$ cat config.mk
export PLATFORM = sky130hd
export DESIGN_NAME = if_stage_flat
export DESIGN_NICKNAME = d
export VERILOG_FILES = /design/src/rtl/if_stage_pkg.sv /design/src/rtl/if_stage_if.sv /design/src/rtl/if_stage_fs_req_tracker.sv /design/src/rtl/if_stage.sv /design/src/flat_wrapper.sv
export SDC_FILE = /design/constraint.sdc
export NUM_CORES = 1
export LEC_CHECK = 0
export BUFFER_PORTS_ARGS = -buffer_cell sky130_fd_sc_hd__buf_2
export CAP_MARGIN = 25
export CORE_ASPECT_RATIO = 0.8
export CORE_UTILIZATION = 53
export CTS_BUF_LIST = sky130_fd_sc_hd__clkbuf_8
export DETAILED_ROUTE_END_ITERATION = 16
export PLACE_DENSITY = 0.95
export SLEW_MARGIN = 20
export SYNTH_ARGS = -nofsm -noshare
export SYNTH_HDL_FRONTEND = slang
export SYNTH_SLANG_ARGS = --single-unit
$ cat constraint.sdc
create_clock -name clk -period 3.9 [get_ports clk]
set_input_delay 0.39 -clock clk [delete_from_list [all_inputs] [get_ports clk]]
set_output_delay 0.39 -clock clk [all_outputs]
set_load 0.02 [all_outputs]
$ cat src/rtl/if_stage_pkg.sv
// Shared bus layouts for the instruction-fetch stage: pre-IF -> FS and FS -> ID bundles.
package if_stage_pkg;

  localparam int PS_TO_FS_BUS_WD = 41;
  localparam int FS_TO_DS_BUS_WD = 72;

  typedef struct packed {
    logic        s0_ex;
    logic        s0_refill_ex;
    logic [5:0]  ecode;
    logic        ps_ex;
    logic [31:0] pc;
  } ps_to_fs_t;

  typedef struct packed {
    logic        fs_ex;
    logic        refill_ex;
    logic [5:0]  ecode;
    logic [31:0] inst;
    logic [31:0] pc;
  } fs_to_ds_t;

endpackage

$ cat src/rtl/if_stage_if.sv
// Handshake and data signals between pre-IF, inst-SRAM response side, FS and ID.
interface if_stage_if;
  import if_stage_pkg::*;

  logic                       ps_to_fs_valid;
  logic [PS_TO_FS_BUS_WD-1:0] ps_to_fs_bus;
  logic                       ps_req_fire;
  logic                       fs_allowin;
  logic                       data_ok;
  logic [31:0]                inst_sram_rdata;
  logic                       ds_allowin;
  logic                       fs_to_ds_valid;
  logic [FS_TO_DS_BUS_WD-1:0] fs_to_ds_bus;
  logic                       flush;
  logic                       br_cancel;
  logic                       fs_wrong_req;

  // The fetch stage itself.
  modport slave (
    input  ps_to_fs_valid, ps_to_fs_bus, ps_req_fire, data_ok, inst_sram_rdata,
           ds_allowin, flush, br_cancel,
    output fs_allowin, fs_to_ds_valid, fs_to_ds_bus, fs_wrong_req
  );

  // The surrounding pipeline and memory that drive the stage.
  modport master (
    output ps_to_fs_valid, ps_to_fs_bus, ps_req_fire, data_ok, inst_sram_rdata,
           ds_allowin, flush, br_cancel,
    input  fs_allowin, fs_to_ds_valid, fs_to_ds_bus, fs_wrong_req
  );

endinterface

$ cat src/rtl/if_stage_fs_req_tracker.sv
// Counts inst-SRAM requests in flight and how many of their responses must be thrown away.
module fs_req_tracker #(
  parameter int MAX_OUTST = 2
) (
  input  logic clk,
  input  logic reset,
  input  logic fire,
  input  logic data_ok,
  input  logic flush,
  input  logic cancel_waiting,
  output logic drop,
  output logic fs_wrong_req
);

  localparam int CW = $clog2(MAX_OUTST + 1);

  logic [CW-1:0] req_cnt;
  logic [CW-1:0] discard_cnt;
  logic [CW-1:0] req_nxt;

  assign drop         = data_ok && (discard_cnt != '0);
  assign fs_wrong_req = (discard_cnt != '0);
  assign req_nxt      = req_cnt + CW'(fire) - CW'(data_ok);

  // NOTE: sequential state uses non-blocking assignments so every flop samples pre-edge values.
  always_ff @(posedge clk or negedge reset) begin
    if (!reset) begin
      req_cnt     <= '0;
      discard_cnt <= '0;
    end else begin
      req_cnt <= req_nxt;
      // On flush every request still unanswered after this cycle belongs to dead entries.
      if (flush) discard_cnt <= req_nxt;
      else       discard_cnt <= discard_cnt - CW'(drop) + CW'(cancel_waiting);
    end
  end

  a_no_overflow: assert property (@(posedge clk) disable iff (!reset)
    !(fire && !data_ok && req_cnt == CW'(MAX_OUTST)));
  a_no_underflow: assert property (@(posedge clk) disable iff (!reset)
    !(data_ok && req_cnt == '0));
  a_discard_bound: assert property (@(posedge clk) disable iff (!reset)
    discard_cnt <= req_cnt);

endmodule

$ cat src/rtl/if_stage.sv
// Instruction-fetch stage: pairs inst-SRAM responses with the FS entry, buffers on ID stall.
module if_stage
  import if_stage_pkg::*;
#(
  parameter int MAX_OUTST = 2
) (
  input logic        clk,
  input logic        reset,
  if_stage_if.slave  fs_if
);

  ps_to_fs_t   ps;
  fs_to_ds_t   ds;

  logic        fs_valid;
  logic        fs_ex;
  logic        fs_refill;
  logic [5:0]  fs_ecode;
  logic [31:0] fs_pc;
  logic        buf_valid;
  logic [31:0] inst_buf;

  logic        drop;
  logic        resp_ok;
  logic        fs_ready_go;
  logic        accept;
  logic        waiting;
  logic        cancel_waiting;
  logic        hold_resp;

  assign ps = fs_if.ps_to_fs_bus;

  assign resp_ok     = fs_if.data_ok && !drop;
  assign fs_ready_go = fs_ex || buf_valid || resp_ok;
  assign fs_if.fs_allowin     = !fs_valid || (fs_ready_go && fs_if.ds_allowin);
  assign fs_if.fs_to_ds_valid = fs_valid && fs_ready_go && !fs_if.flush && !fs_if.br_cancel;

  assign accept    = fs_if.fs_allowin && fs_if.ps_to_fs_valid && !fs_if.flush;
  assign waiting   = fs_valid && !fs_ex && !buf_valid;
  assign hold_resp = waiting && resp_ok && !fs_if.ds_allowin;
  // A killed entry whose request is still out leaves one orphan response behind.
  assign cancel_waiting = fs_if.br_cancel && !fs_if.flush && waiting && !resp_ok;

  fs_req_tracker #(.MAX_OUTST(MAX_OUTST)) u_tracker (
    .clk            (clk),
    .reset          (reset),
    .fire           (fs_if.ps_req_fire),
    .data_ok        (fs_if.data_ok),
    .flush          (fs_if.flush),
    .cancel_waiting (cancel_waiting),
    .drop           (drop),
    .fs_wrong_req   (fs_if.fs_wrong_req)
  );

  always_ff @(posedge clk or negedge reset) begin
    if (!reset) begin
      fs_valid  <= 1'b0;
      fs_ex     <= 1'b0;
      fs_refill <= 1'b0;
      fs_ecode  <= '0;
      fs_pc     <= '0;
      buf_valid <= 1'b0;
      // NOTE: inst_buf is a single register, not a memory, so it is reset to keep the bus clean.
      inst_buf  <= '0;
    end else if (fs_if.flush) begin
      fs_valid  <= 1'b0;
      buf_valid <= 1'b0;
    end else if (accept) begin
      fs_valid  <= 1'b1;
      buf_valid <= 1'b0;
      // An s0 exception is an exception of this entry and never waits for memory.
      fs_ex     <= ps.ps_ex || ps.s0_ex;
      fs_refill <= ps.s0_refill_ex;
      fs_ecode  <= ps.ecode;
      fs_pc     <= ps.pc;
    end else if (fs_if.br_cancel || fs_if.fs_allowin) begin
      fs_valid  <= 1'b0;
      buf_valid <= 1'b0;
    end else if (hold_resp) begin
      buf_valid <= 1'b1;
      inst_buf  <= fs_if.inst_sram_rdata;
    end
  end

  assign ds.fs_ex     = fs_ex;
  assign ds.refill_ex = fs_refill;
  assign ds.ecode     = fs_ecode;
  assign ds.pc        = fs_pc;
  assign ds.inst      = (fs_valid && !fs_ex) ? (buf_valid ? inst_buf : fs_if.inst_sram_rdata) : '0;
  assign fs_if.fs_to_ds_bus = ds;

  a_resp_has_owner: assert property (@(posedge clk) disable iff (!reset)
    resp_ok |-> waiting);

endmodule
$ cat src/flat_wrapper.sv
// flat-port wrapper written by rule: the top's interface ports become plain ports
module if_stage_flat import if_stage_pkg::*;
#(
  parameter int MAX_OUTST = 2
)
  (clk, reset, fs_if_ps_to_fs_valid, fs_if_ps_to_fs_bus, fs_if_ps_req_fire, fs_if_data_ok, fs_if_inst_sram_rdata, fs_if_ds_allowin, fs_if_flush, fs_if_br_cancel, fs_if_fs_allowin, fs_if_fs_to_ds_valid, fs_if_fs_to_ds_bus, fs_if_fs_wrong_req);
  if_stage_if fs_if_i ();
  input logic clk;
  input logic reset;
  input wire logic [$bits(fs_if_i.ps_to_fs_valid)-1:0] fs_if_ps_to_fs_valid;
  input wire logic [$bits(fs_if_i.ps_to_fs_bus)-1:0] fs_if_ps_to_fs_bus;
  input wire logic [$bits(fs_if_i.ps_req_fire)-1:0] fs_if_ps_req_fire;
  input wire logic [$bits(fs_if_i.data_ok)-1:0] fs_if_data_ok;
  input wire logic [$bits(fs_if_i.inst_sram_rdata)-1:0] fs_if_inst_sram_rdata;
  input wire logic [$bits(fs_if_i.ds_allowin)-1:0] fs_if_ds_allowin;
  input wire logic [$bits(fs_if_i.flush)-1:0] fs_if_flush;
  input wire logic [$bits(fs_if_i.br_cancel)-1:0] fs_if_br_cancel;
  output wire logic [$bits(fs_if_i.fs_allowin)-1:0] fs_if_fs_allowin;
  output wire logic [$bits(fs_if_i.fs_to_ds_valid)-1:0] fs_if_fs_to_ds_valid;
  output wire logic [$bits(fs_if_i.fs_to_ds_bus)-1:0] fs_if_fs_to_ds_bus;
  output wire logic [$bits(fs_if_i.fs_wrong_req)-1:0] fs_if_fs_wrong_req;
  assign fs_if_i.ps_to_fs_valid = fs_if_ps_to_fs_valid;
  assign fs_if_i.ps_to_fs_bus = fs_if_ps_to_fs_bus;
  assign fs_if_i.ps_req_fire = fs_if_ps_req_fire;
  assign fs_if_i.data_ok = fs_if_data_ok;
  assign fs_if_i.inst_sram_rdata = fs_if_inst_sram_rdata;
  assign fs_if_i.ds_allowin = fs_if_ds_allowin;
  assign fs_if_i.flush = fs_if_flush;
  assign fs_if_i.br_cancel = fs_if_br_cancel;
  assign fs_if_fs_allowin = fs_if_i.fs_allowin;
  assign fs_if_fs_to_ds_valid = fs_if_i.fs_to_ds_valid;
  assign fs_if_fs_to_ds_bus = fs_if_i.fs_to_ds_bus;
  assign fs_if_fs_wrong_req = fs_if_i.fs_wrong_req;
  if_stage #(.MAX_OUTST(MAX_OUTST)) u_core (.clk(clk), .reset(reset), .fs_if(fs_if_i));
endmodule
==> impl_results.rst, run 1 <==
.. list-table::
   :header-rows: 1

   * - Metric
     - Value
   * - Peak fanout along the critical path
     - 35
   * - Clock tree from TritonCTS
     - done
   * - Hold buffers post-CTS
     - 0
   * - DRC marker count from the first detailed-route iteration
     - 92
   * - Series of cell instances along the critical path
     - nor2_1 > a21boi_0 > nand2b_1 > buf_2
   * - Max-cap viol count
     - 0
   * - HPWL after DPL
     - around 5700 µm
   * - CTS Root Cell
     - clkbuf_8
   * - Syn Std Cell Area
     - approximately 0.0036 mm²
   * - Synthesis-to-layout area growth
     - 28.9%
   * - Boundary Pins
     - around 160
   * - Horizontal die dimension
     - approximately 94 µm
   * - Final setup fails
     - 0
   * - Met3 track demand over resource
     - 5.99%
   * - CTS-repair resized insts
     - 0
   * - Maximum number of pins on one net before global-route repair
     - between 70 and 80
   * - First drt pass iteration count
     - 4
   * - Library cell contributing the largest single delay on the critical path
     - dfrtp_2
   * - Antenna violations before repair
     - 0
   * - Max-slew violation total from the final report
     - 0
   * - Die area
     - ~0.0072 mm²
   * - Sum of negative setup slack
     - 0 ns
   * - Class of the most critical setup path
     - flip-flop to output pin
   * - Startpoint Class
     - flip-flop
   * - Number of global-route vias before repair
     - between 2000 and 2500
   * - Number of vias per cell after detailed routing
     - between 5 and 6
   * - CTS H-tree depth
     - 3
   * - Placed Cells incl. Taps
     - ~490
   * - Worst path arrival time
     - ~2.3 ns
   * - R2r startpoint
     - u_core.buf_valid$_DFFE_PN0P_
   * - Final critical path time including I/O delays and setup
     - between 2 and 3 ns
   * - Number of warnings printed during yosys synthesis
     - 0
   * - Number of DRC violations after detailed routing
     - 0
   * - Die extent in y
     - 75.9 µm
   * - Starting density of the core
     - 55.8%
   * - Core outline area
     - roughly 0.0065 mm²
   * - Total via count in the routed design
     - ~2600
   * - Max clock buf depth
     - 2
   * - Reg-to-Reg End
     - u_core.fs_ecode[0]$_DFFE_PN0P_
   * - Pleak
     - 2.35 nW
   * - Worst-case clock skew
     - between 0.01 and 0.015 ns
   * - Source of the worst hold timing path
     - fs_if_ps_to_fs_bus[20]
   * - Met1 track demand over resource in global routing
     - between 20% and 30%
   * - Final wirelength
     - just under 8000 µm
   * - Number of storage elements in the synthesis netlist
     - 78
   * - Highest ir drop seen on vdd
     - roughly 0.32 mV
   * - Post-Synthesis Cells
     - about 270
   * - Post-layout instance count excluding filler cells
     - about 500
   * - Layout Nets
     - approximately 510
   * - Post-synth cell types
     - 28
   * - Total track usage
     - between 20% and 30%
   * - # Post-CTS Setup Buffers
     - 0
   * - Antenna-violating nets left
     - 0
   * - Post-synthesis sequential area ratio
     - 54.0%
   * - Num Clock Sinks
     - 78
   * - Flop2flop setup slack
     - 1.26 ns
   * - Run status
     - finished clean
   * - Cell depth of the worst hold path
     - 2
   * - Relative slew margins
     - between 30% and 40%
   * - Total area of sequential cells
     - between 0.0015 and 0.002 mm²
   * - Maximum cell stage delay along the critical path
     - 1.01 ns
   * - Multi-input logic area
     - ~0.0015 mm²
   * - Number of placement rows
     - 26
   * - Total grt overflow
     - 0
   * - Min-Delay Path Class
     - input pin to flip-flop
   * - Transition time at the pin with the least slew margin
     - approximately 1 ns
   * - Met2 Use GR
     - between 30% and 40%
   * - Data required time at the worst endpoint
     - roughly 3.5 ns
   * - Layer carrying the most global-route usage
     - met2
   * - Type of destination of the critical path
     - output pin
   * - Wire length of the first global-routing pass
     - approximately 12000 µm
   * - Final routed wire length divided by cell count
     - approximately 15 µm
   * - Worst-path clk slew
     - approximately 0.08 ns
   * - Share of cells above drive strength 1
     - 58.5%
   * - Total power
     - 0.00223 W
   * - Clock network latency to the later pin of the worst-skew pair
     - roughly 0.35 ns
   * - PD cells
     - 478 mW/mm²
   * - Setup repair after global routing missed its margin
     - false
   * - Fmax
     - roughly 0.37 GHz
   * - Mean instance size in the synthesized netlist
     - 13.5 µm²
   * - Final hold vios
     - 0
   * - PortBufs
     - 155
   * - Ant. Diodes
     - 0
   * - Post-route fraction of the period consumed by the critical path
     - roughly 69%
   * - Net Count, Synth
     - between 300 and 400
   * - Worst min-delay path endpoint
     - u_core.fs_pc[20]$_DFFE_PN0P_
   * - Register-to-Register Path Depth
     - 4
   * - Fill cell count
     - ~460
   * - Placer Congestion
     - roughly 0.73
   * - Number of buffers created by CTS
     - 9
synth_stat cells:
cell type	n	share of area, %
dfrtp_1	78	54
mux2_2	69	21
nor2_1	35	3.6
mux2i_1	33	9.1
buf_6	7	2.2
clkbuf_1	4	0.42
ha_1	4	1.4
inv_1	4	0.42
mux2_1	4	1.2
xnor2_1	4	0.97
buf_1	3	0.31
nand2b_1	3	0.52
buf_4	2	0.42
nand2_1	2	0.21
nor4b_1	2	0.48
a211oi_1	1	0.21
a21boi_0	1	0.21
a21oi_1	1	0.14
a311o_1	1	0.28
a311oi_4	1	0.73
a31oi_1	1	0.17
and2_1	1	0.17
buf_2	1	0.14
nand4_2	1	0.35
nor2b_1	1	0.17
o21ai_0	1	0.14
or2_2	1	0.17
or3b_4	1	0.31
layout by cell type, fill, tap and decap left out, drive strengths merged:
cell	netlist	layout
nand4	1	1
nor4b	2	2
dlygate4sd3	0	1
or3b	1	1
and2	1	1
clkbuf	4	10
clkinvlp	0	2
xnor2	4	4
a21oi	1	1
nand2b	3	3
a31oi	1	1
clkinv	0	1
ha	4	4
nor2	35	35
a311oi	1	1
buf	13	159
nor2b	1	1
dfrtp	78	78
a311o	1	1
mux2	73	73
nand2	2	2
o21ai	1	1
bufinv	0	1
or2	1	1
mux2i	33	33
inv	4	6
a21boi	1	1
a211oi	1	1
where the power goes:
part           internal (W)  total (W)  switching, W
clock network      0.000316   0.000617      0.000301
logic              0.000269   0.000593      0.000324
registers          0.000942    0.00102     0.0000774
total               0.00153    0.00223      0.000702
critical path, delay by kind of cell, from the launching register on:
family          cells  cell delay [ns]
buf+inv             1             0.17
flops               1             1.01
compound gates      1             0.34
simple gates        2             0.45
stage by stage:
stage / area (µm²) / utilization (%) / setup slack (ns) / hold WS (ns)
after CTS: 4620 / 71.4 / 1.16 / 0.219
after floorplan: 3610 / - / 1.83 / 0.0944
after global placement: 4390 / 67.8 / 1.03 / 0.464
after detailed placement: 4420 / 68.2 / 1.23 / 0.474
after global routing: 4660 / 72.0 / 0.999 / 0.254
final: 4660 / 72.0 / 1.21 / 0.258
routing by layer:
metal / part of all wire (%) / routed length (µm)
met3: 5.6 / 444
met1: 41 / 3250
met4: 1.7 / 131
met2: 52 / 4060
met5: 0 / 0
cell families (layout without fill, tap and decap cells):
kind of cell               after synthesis  count (layout)  synth area share [%]
AOI/OAI and AO/OA                        7               7                  1.87
buffers and inverters                   21             180                  3.88
DFF                                     78              78                  54.0
adders and majority gates                4               4                  1.38
muxes                                  106             106                  31.9
xor gates and xnor gates                 4               4                 0.969
and+or+nand+nor                         47              47                  6.02
layout make-up:
type                            instances  area share (%)
Multi-Input combinational cell        168            32.7
Sequential cell                        78            41.9
Inverter                                4           0.322
Tap cell                               84            2.26
Clock buffer                           10            2.95
Clock inverter                          6            1.45
Timing Repair Buffer                  160            18.4
sequential cells by signal, summed over array words and instances, names as in the netlist:
| name | flops |
|---|---|
| u_core.fs_ecode | 6 |
| u_core.buf_valid | 1 |
| u_core.inst_buf | 32 |
| u_core.u_tracker.req_cnt | 2 |
| u_core.fs_refill | 1 |
| u_core.fs_ex | 1 |
| u_core.fs_pc | 32 |
| u_core.u_tracker.discard_cnt | 2 |
| u_core.fs_valid | 1 |
worst max path at each step:
stage                                            start                                        end  slack, ns
after floorplan            u_core.fs_valid$_DFFE_PN0P_  u_core.u_tracker.discard_cnt[1]$_DFF_PN0_       1.83
after global placement    u_core.buf_valid$_DFFE_PN0P_            u_core.inst_buf[24]$_DFFE_PN0P_       1.03
after detailed placement  u_core.buf_valid$_DFFE_PN0P_             u_core.fs_ecode[1]$_DFFE_PN0P_       1.23
after CTS                 u_core.buf_valid$_DFFE_PN0P_                           fs_if_fs_allowin       1.16
after global routing      u_core.buf_valid$_DFFE_PN0P_                           fs_if_fs_allowin        1.0
final                     u_core.buf_valid$_DFFE_PN0P_                           fs_if_fs_allowin       1.21
(Power assumes the default switching activity.)
==> inputs of run 2 (changes only) <==
- CORE_UTILIZATION: 53 -> 44
- PLACE_DENSITY: 0.95 -> 0.86
- clock period: 3.9 -> 2.37 ns (I/O delays scaled with it)
==> impl_results.rst, run 2 (same netlist as run 1, synthesis figures left out) <==
.. list-table::
   :header-rows: 1

   * - Metric
     - Value
   * - Boundary Pins
     - between 150 and 200
   * - Placer Congestion
     - 0.807
   * - Type of destination of the critical path
     - flip-flop
   * - CTS H-tree depth
     - 3
   * - Layout Nets
     - between 500 and 600
   * - Max-slew violation total from the final report
     - 0
   * - DR WL met3
     - around 430 µm
   * - Final Worst Setup Slack
     - roughly 0.21 ns
   * - Max-cap viol count
     - 0
   * - Number of global-route vias before repair
     - around 2800
   * - Top layer in use
     - met4
   * - Multi-input logic area
     - 0.00152 mm²
   * - Antenna-violating nets left
     - 0
   * - Die area
     - about 0.0086 mm²
   * - Transition time at the pin with the least slew margin
     - between 0.6 and 0.7 ns
   * - Num Clock Sinks
     - 78
   * - Post-placement cell area
     - 0.00449 mm²
   * - Worst-path clk slew
     - approximately 0.080 ns
   * - Data required time at the worst endpoint
     - approximately 2.6 ns
   * - Min-Delay Path Class
     - input pin to flip-flop
   * - Total via count in the routed design
     - 2655
   * - Number of vias per cell after detailed routing
     - around 4.9
   * - Peak fanout along the critical path
     - 4
   * - Run status
     - finished clean
   * - Worst path arrival time
     - ~2.4 ns
   * - Startpoint Class
     - flip-flop
   * - Register-to-Register Path Depth
     - 9
   * - Horizontal die dimension
     - 103 µm
   * - Total grt overflow
     - 0
   * - Sum of negative setup slack
     - 0 ns
   * - Highest ir drop seen on vdd
     - about 0.5 mV
   * - Maximum number of pins on one net before global-route repair
     - 51
   * - First drt pass iteration count
     - 4
   * - Worst setup startpoint
     - u_core.fs_ex$_DFFE_PN0P_
   * - Antenna violations before repair
     - 0
   * - Final routed wire length divided by cell count
     - ~14 µm
   * - Placed Cells incl. Taps
     - approximately 520
   * - DRC marker count from the first detailed-route iteration
     - between 50 and 60
   * - Number of placement rows
     - 29
   * - Wire length of the first global-routing pass
     - between 10000 and 15000 µm
   * - Final core utilization
     - 59.3%
   * - R2r startpoint
     - u_core.fs_ex$_DFFE_PN0P_
   * - Clock network latency to the later pin of the worst-skew pair
     - about 0.34 ns
   * - Die extent in y
     - 83.1 µm
   * - Post-placement worst setup slack
     - 0.188 ns
   * - Core outline area
     - 0.00795 mm²
   * - Reg-to-Reg End
     - u_core.u_tracker.discard_cnt[1]$_DFF_PN0_
   * - Most frequent standard cell in the layout excluding fill and tap cells
     - buf_2
   * - Final critical path time including I/O delays and setup
     - around 2.2 ns
   * - Relative slew margins
     - roughly 57%
   * - Post-route fraction of the period consumed by the critical path
     - around nine tenths
   * - Total area of sequential cells
     - a little under 0.002 mm²
   * - Final wirelength
     - between 7000 and 8000 µm
   * - Number of DRC violations after detailed routing
     - 0
   * - HPWL after DPL
     - between 5000 and 6000 µm
   * - Post-layout instance count excluding filler cells
     - approximately 540
   * - CTS-repair resized insts
     - 0
   * - Class of the most critical setup path
     - flip-flop to flip-flop
   * - PortBufs
     - roughly 160
   * - Fmax
     - around 0.46 GHz
   * - Max clock buf depth
     - 2
   * - Fill cell count
     - between 600 and 700
   * - Synthesis-to-layout area growth
     - 30.4%
   * - Final setup fails
     - 0
   * - Starting density of the core
     - a little under half
   * - Clock tree from TritonCTS
     - done
   * - Total track usage
     - approximately a fifth
   * - Setup repair after global routing missed its margin
     - false
   * - Total length of routed met2 wires
     - slightly above 4000 µm
   * - Critical Path End
     - u_core.u_tracker.discard_cnt[1]$_DFF_PN0_
   * - Share of cells above drive strength 1
     - between 50% and 60%
   * - Biggest regs
     - u_core.fs_pc: 32 flops, u_core.inst_buf: 32 flops, u_core.fs_ecode: 6 flops
   * - Design Area, Final
     - 0.00471 mm²
   * - Ant. Diodes
     - 0
   * - Worst-case clock skew
     - 0.00472 ns
   * - Most used cells in the layout excluding fill and tap cells
     - buf_2, dfrtp_1, mux2_2
   * - Number of buffers created by CTS
     - 9
   * - Pleak
     - roughly 2.4 nW
   * - M1 WL
     - 3100 µm
   * - Final hold vios
     - 0
   * - Flop2flop setup slack
     - ~0.21 ns
   * - PD cells
     - 787 mW/mm²
   * - Source of the worst hold timing path
     - fs_if_ps_to_fs_bus[19]
   * - CTS Root Cell
     - clkbuf_8
[run 2: cell count changes in the layout (fill, tap and decap cells not counted), sizes merged]
cell | previous run | this run
buf | 159 | 163
inv | 6 | 5
clkbuf | 10 | 9
bufinv | 1 | 2
clkinvlp | 2 | 0
clkinv | 1 | 4
[run 2: critical path: stages, from the launching register on]
cell	delay, ns
dfrtp_1	0.40
nand2b_1	0.18
nor4b_1	0.34
nand2_1	0.11
ha_1	0.28
inv_1	0.04
ha_1	0.18
xnor2_1	0.18
xnor2_1	0.09
mux2_2	0.26
[run 2: how the worst min path moves through the flow]
stage	endpoint	slack, ns	cells after the start
after floorplan	u_core.buf_valid$_DFFE_PN0P_	-0.06	0
after global placement	u_core.fs_pc[25]$_DFFE_PN0P_	0.30	1
after detailed placement	u_core.fs_pc[28]$_DFFE_PN0P_	0.31	1
after CTS	u_core.fs_pc[19]$_DFFE_PN0P_	0.09	2
after global routing	u_core.fs_pc[19]$_DFFE_PN0P_	0.09	2
final	u_core.fs_pc[19]$_DFFE_PN0P_	0.11	2
[run 2: area by class of cell]
cell class	count	area share, %
clock buffers	9	2.63
clock inverters	7	1.94
inverters	4	0.318
multi-input cells	168	32.3
flip-flops and latches	78	41.4
well taps	108	2.87
repair buffers	164	18.5
[run 2: power breakdown]
| group | internal [W] | switching (W) |
|---|---|---|
| Combinational | 0.000447 | 0.000534 |
| Sequential | 0.00155 | 0.000117 |
| Clock | 0.000589 | 0.000475 |
| Total | 0.00259 | 0.00113 |
[run 2: layer usage]
metal	track usage (%)	vias up
li1	-	1242
met4	9.35	0
met1	22.2	1305
met3	5.39	18
met2	33.8	90
met5	0	-
[run 2: repair_timing]
item                                    CTS  global route
hold buffers                              1             0
hold endpoints to repair                 49             0
endpoints found under the setup margin    0             0
buffers inserted                          0             0
[run 2: metrics by stage]
step	hold WS [ns]	power [W]
after global placement	0.305	0.00262
final	0.113	0.00371
after floorplan	-0.0586	0.00231
after CTS	0.0892	0.00378
after global routing	0.0864	0.00392
after detailed placement	0.308	0.00269
==> inputs of run 3 (changes only) <==
- ABC_AREA: default -> 1
- CORE_UTILIZATION: 44 -> 45
- RECOVER_POWER: default -> 100
==> impl_results.rst, run 3 <==
.. list-table::
   :header-rows: 1

   * - Metric
     - Value
   * - Die extent in y
     - 84.4 µm
   * - Maximum number of pins on one net before global-route repair
     - a little under 80
   * - Mean instance size in the synthesized netlist
     - 8.07 µm²
   * - Number of buffers created by CTS
     - 9
   * - Source of the worst hold timing path
     - fs_if_ps_to_fs_bus[17]
   * - Num Clock Sinks
     - about 80
   * - Multi-input logic area
     - 0.00160 mm²
   * - Biggest regs
     - u_core.fs_pc: 32 flops, u_core.inst_buf: 32 flops, u_core.fs_ecode: 6 flops
   * - Primary flip-flop cell chosen by synthesis mapping
     - dfrtp_1
   * - Sum of negative setup slack
     - 0 ns
   * - Syn Std Cell Area
     - roughly 0.0038 mm²
   * - Post-route fraction of the period consumed by the critical path
     - 91.9%
   * - Max-cap viol count
     - 0
   * - Number of warnings printed during yosys synthesis
     - 0
   * - Relative slew margins
     - 1.39%
   * - Highest ir drop seen on vdd
     - roughly 0.44 mV
   * - Share of cells above drive strength 1
     - between 10% and 20%
   * - Total area of sequential cells
     - between 0.0015 and 0.002 mm²
   * - Startpoint Class
     - flip-flop
   * - HPWL after DPL
     - around 6600 µm
   * - Final hold vios
     - 0
   * - Type of destination of the critical path
     - output pin
   * - Net Count, Synth
     - 558
   * - Transition time at the pin with the least slew margin
     - about 1.5 ns
   * - Setup repair after global routing missed its margin
     - false
   * - Total via count in the routed design
     - between 3000 and 4000
   * - Number of placement rows
     - 29
   * - Starting density of the core
     - about 47%
   * - Post-synth cell types
     - 27
   * - Wire length of the first global-routing pass
     - around 16000 µm
   * - Post-Synthesis Cells
     - ~470
   * - Final setup fails
     - 0
   * - Final wirelength
     - roughly 9600 µm
   * - Worst min-delay path endpoint
     - u_core.fs_pc[17]$_DFFE_PN0P_
   * - Design Area, Final
     - about 0.0047 mm²
   * - Most frequent standard cell in the layout excluding fill and tap cells
     - nand2_1
   * - CTS-repair resized insts
     - 0
   * - Number of DRC violations after detailed routing
     - 0
   * - Class of the most critical setup path
     - flip-flop to output pin
   * - Min-Delay Path Class
     - input pin to flip-flop
   * - PD cells
     - 781 mW/mm²
   * - Pleak
     - approximately 2.5 nW
   * - Placer Congestion
     - roughly 0.76
   * - Max clock buf depth
     - 2
   * - Worst-case clock skew
     - a little over 0.01 ns
   * - Total track usage
     - between 20% and 30%
   * - Clock tree from TritonCTS
     - done
   * - Most frequently used cell type in the post-synthesis netlist
     - nand2_1
   * - Final critical path time including I/O delays and setup
     - around 2.2 ns
   * - Most area-consuming cells after synthesis
     - dfrtp_1, nand2_1, nand4_1, nand3_1, a21oi_1
   * - Cell accounting for the most synthesized area
     - dfrtp_1
   * - Number of storage elements in the synthesis netlist
     - 78
   * - Register-to-Register Path Depth
     - 7
   * - Post-placement cell area
     - 0.00458 mm²
   * - Final Worst Setup Slack
     - approximately 0.19 ns
   * - Max-slew violation total from the final report
     - 0
   * - Worst path arrival time
     - 1.94 ns
   * - DRC marker count from the first detailed-route iteration
     - approximately 230
   * - Total grt overflow
     - 0
   * - Worst-path clk slew
     - around 0.09 ns
   * - # Post-CTS Setup Buffers
     - 0
   * - Peak fanout along the critical path
     - 32
   * - CTS H-tree depth
     - 3
   * - R2r startpoint
     - u_core.fs_ex$_DFFE_PN0P_
   * - Flop2flop setup slack
     - 0.28 ns
   * - Number of vias per cell after detailed routing
     - about 5.2
   * - Fill cell count
     - between 700 and 800
   * - Post-placement worst setup slack
     - approximately 0.25 ns
   * - Core outline area
     - between 0.008 and 0.009 mm²
   * - Post-synthesis sequential area ratio
     - about 51%
   * - Fraction of registers with async set/reset
     - between 90% and 100%
   * - Ant. Diodes
     - 0
   * - Antenna violations before repair
     - 0
   * - Final routed wire length divided by cell count
     - around 13 µm
   * - Antenna-violating nets left
     - 0
   * - EDFF count, synth
     - 0
   * - Data required time at the worst endpoint
     - roughly 2.1 ns
   * - Clock network latency to the later pin of the worst-skew pair
     - 0.34 ns
   * - Run status
     - finished clean
   * - Synthesis-to-layout area growth
     - 23.4%
   * - Fmax
     - 0.459 GHz
   * - Horizontal die dimension
     - 105 µm
   * - Cell depth of the worst hold path
     - 3
   * - Worst hold slack after final layout
     - about 0.12 ns
   * - Die area
     - ~0.0089 mm²
   * - Share of the synthesized area in the top cell type
     - between 50% and 60%
   * - Layout Nets
     - 697
   * - Commonest cells post-synth
     - nand2_1, dfrtp_1, nand3_1, a21oi_1, nand4_1
   * - Most used cells in the layout excluding fill and tap cells
     - nand2_1, buf_2, dfrtp_1
   * - PortBufs
     - between 150 and 200
   * - Boundary Pins
     - ~160
   * - Reg-to-Reg End
     - u_core.fs_pc[23]$_DFFE_PN0P_
   * - Final core utilization
     - roughly three fifths
   * - First drt pass iteration count
     - 4
   * - CTS Root Cell
     - clkbuf_8
   * - Number of global-route vias before repair
     - roughly 3500
[run 3: cells by family (layout without fill, tap and decap cells)]
family	Yosys count	in the layout	synth area share, %
flops	78	78	51.1
fa+ha+maj	4	4	1.31
buf+inv	47	191	6.68
simple gates	306	306	35.5
xor+xnor	3	3	0.688
compound gates	35	35	4.69
[run 3: how the worst max path moves through the flow]
| stage | start | end | slack [ns] |
|---|---|---|---|
| floorplan | u_core.buf_valid$_DFFE_PN0P_ | u_core.u_tracker.discard_cnt[1]$_DFF_PN0_ | 0.58 |
| global placement | u_core.u_tracker.discard_cnt[1]$_DFF_PN0_ | u_core.fs_ex$_DFFE_PN0P_ | 0.42 |
| detailed placement | u_core.u_tracker.discard_cnt[1]$_DFF_PN0_ | u_core.fs_pc[23]$_DFFE_PN0P_ | 0.25 |
| CTS | u_core.buf_valid$_DFFE_PN0P_ | fs_if_fs_to_ds_bus[32] | 0.25 |
| global route | u_core.fs_valid$_DFFE_PN0P_ | fs_if_fs_to_ds_valid | 0.03 |
| finish | u_core.buf_valid$_DFFE_PN0P_ | fs_if_fs_to_ds_bus[32] | 0.19 |
[run 3: layout make-up]
class	count	share of cell area, %
Clock buffer	9	2.63
Clock inverter	7	2.07
Sequential cell	78	41.4
Timing Repair Buffer	165	16.3
Tap cell	108	2.87
Inverter	10	0.797
Multi-Input combinational cell	348	33.9
[run 3: report_power, final]
part           total [W]  switching (W)  internal, W
Clock            0.00109       0.000491     0.000597
Sequential       0.00164       0.000123      0.00152
Combinational   0.000948       0.000655     0.000293
[run 3: repair_timing]
action,in CTS,in global routing
hold buffers,0,1
setup endpoints to repair,0,0
endpoints found under the hold margin,0,26
[run 3: critical path: stages, from the launching register on]
cell      delay [ns]
dfrtp_1         0.40
buf_4           0.23
inv_1           0.08
clkbuf_4        0.34
nand2_1         0.09
a21oi_1         0.19
clkbuf_1        0.25
[run 3: per-layer routing]
metal | share of wire, % | track usage (%) | up-vias
met2 | 49 | 38.2 | 167
met5 | 0 | 0 | -
met1 | 42 | 28.4 | 1754
li1 | - | - | 1809
met4 | 1.3 | 7.94 | 0
met3 | 7.9 | 5.43 | 10
[run 3: through the flow]
step                total power [W]  instances
finish                      0.00368        725
floorplan                   0.00229        473
global placement            0.00261        707
global route                0.00390        725
CTS                         0.00377        723
detailed placement          0.00266        707
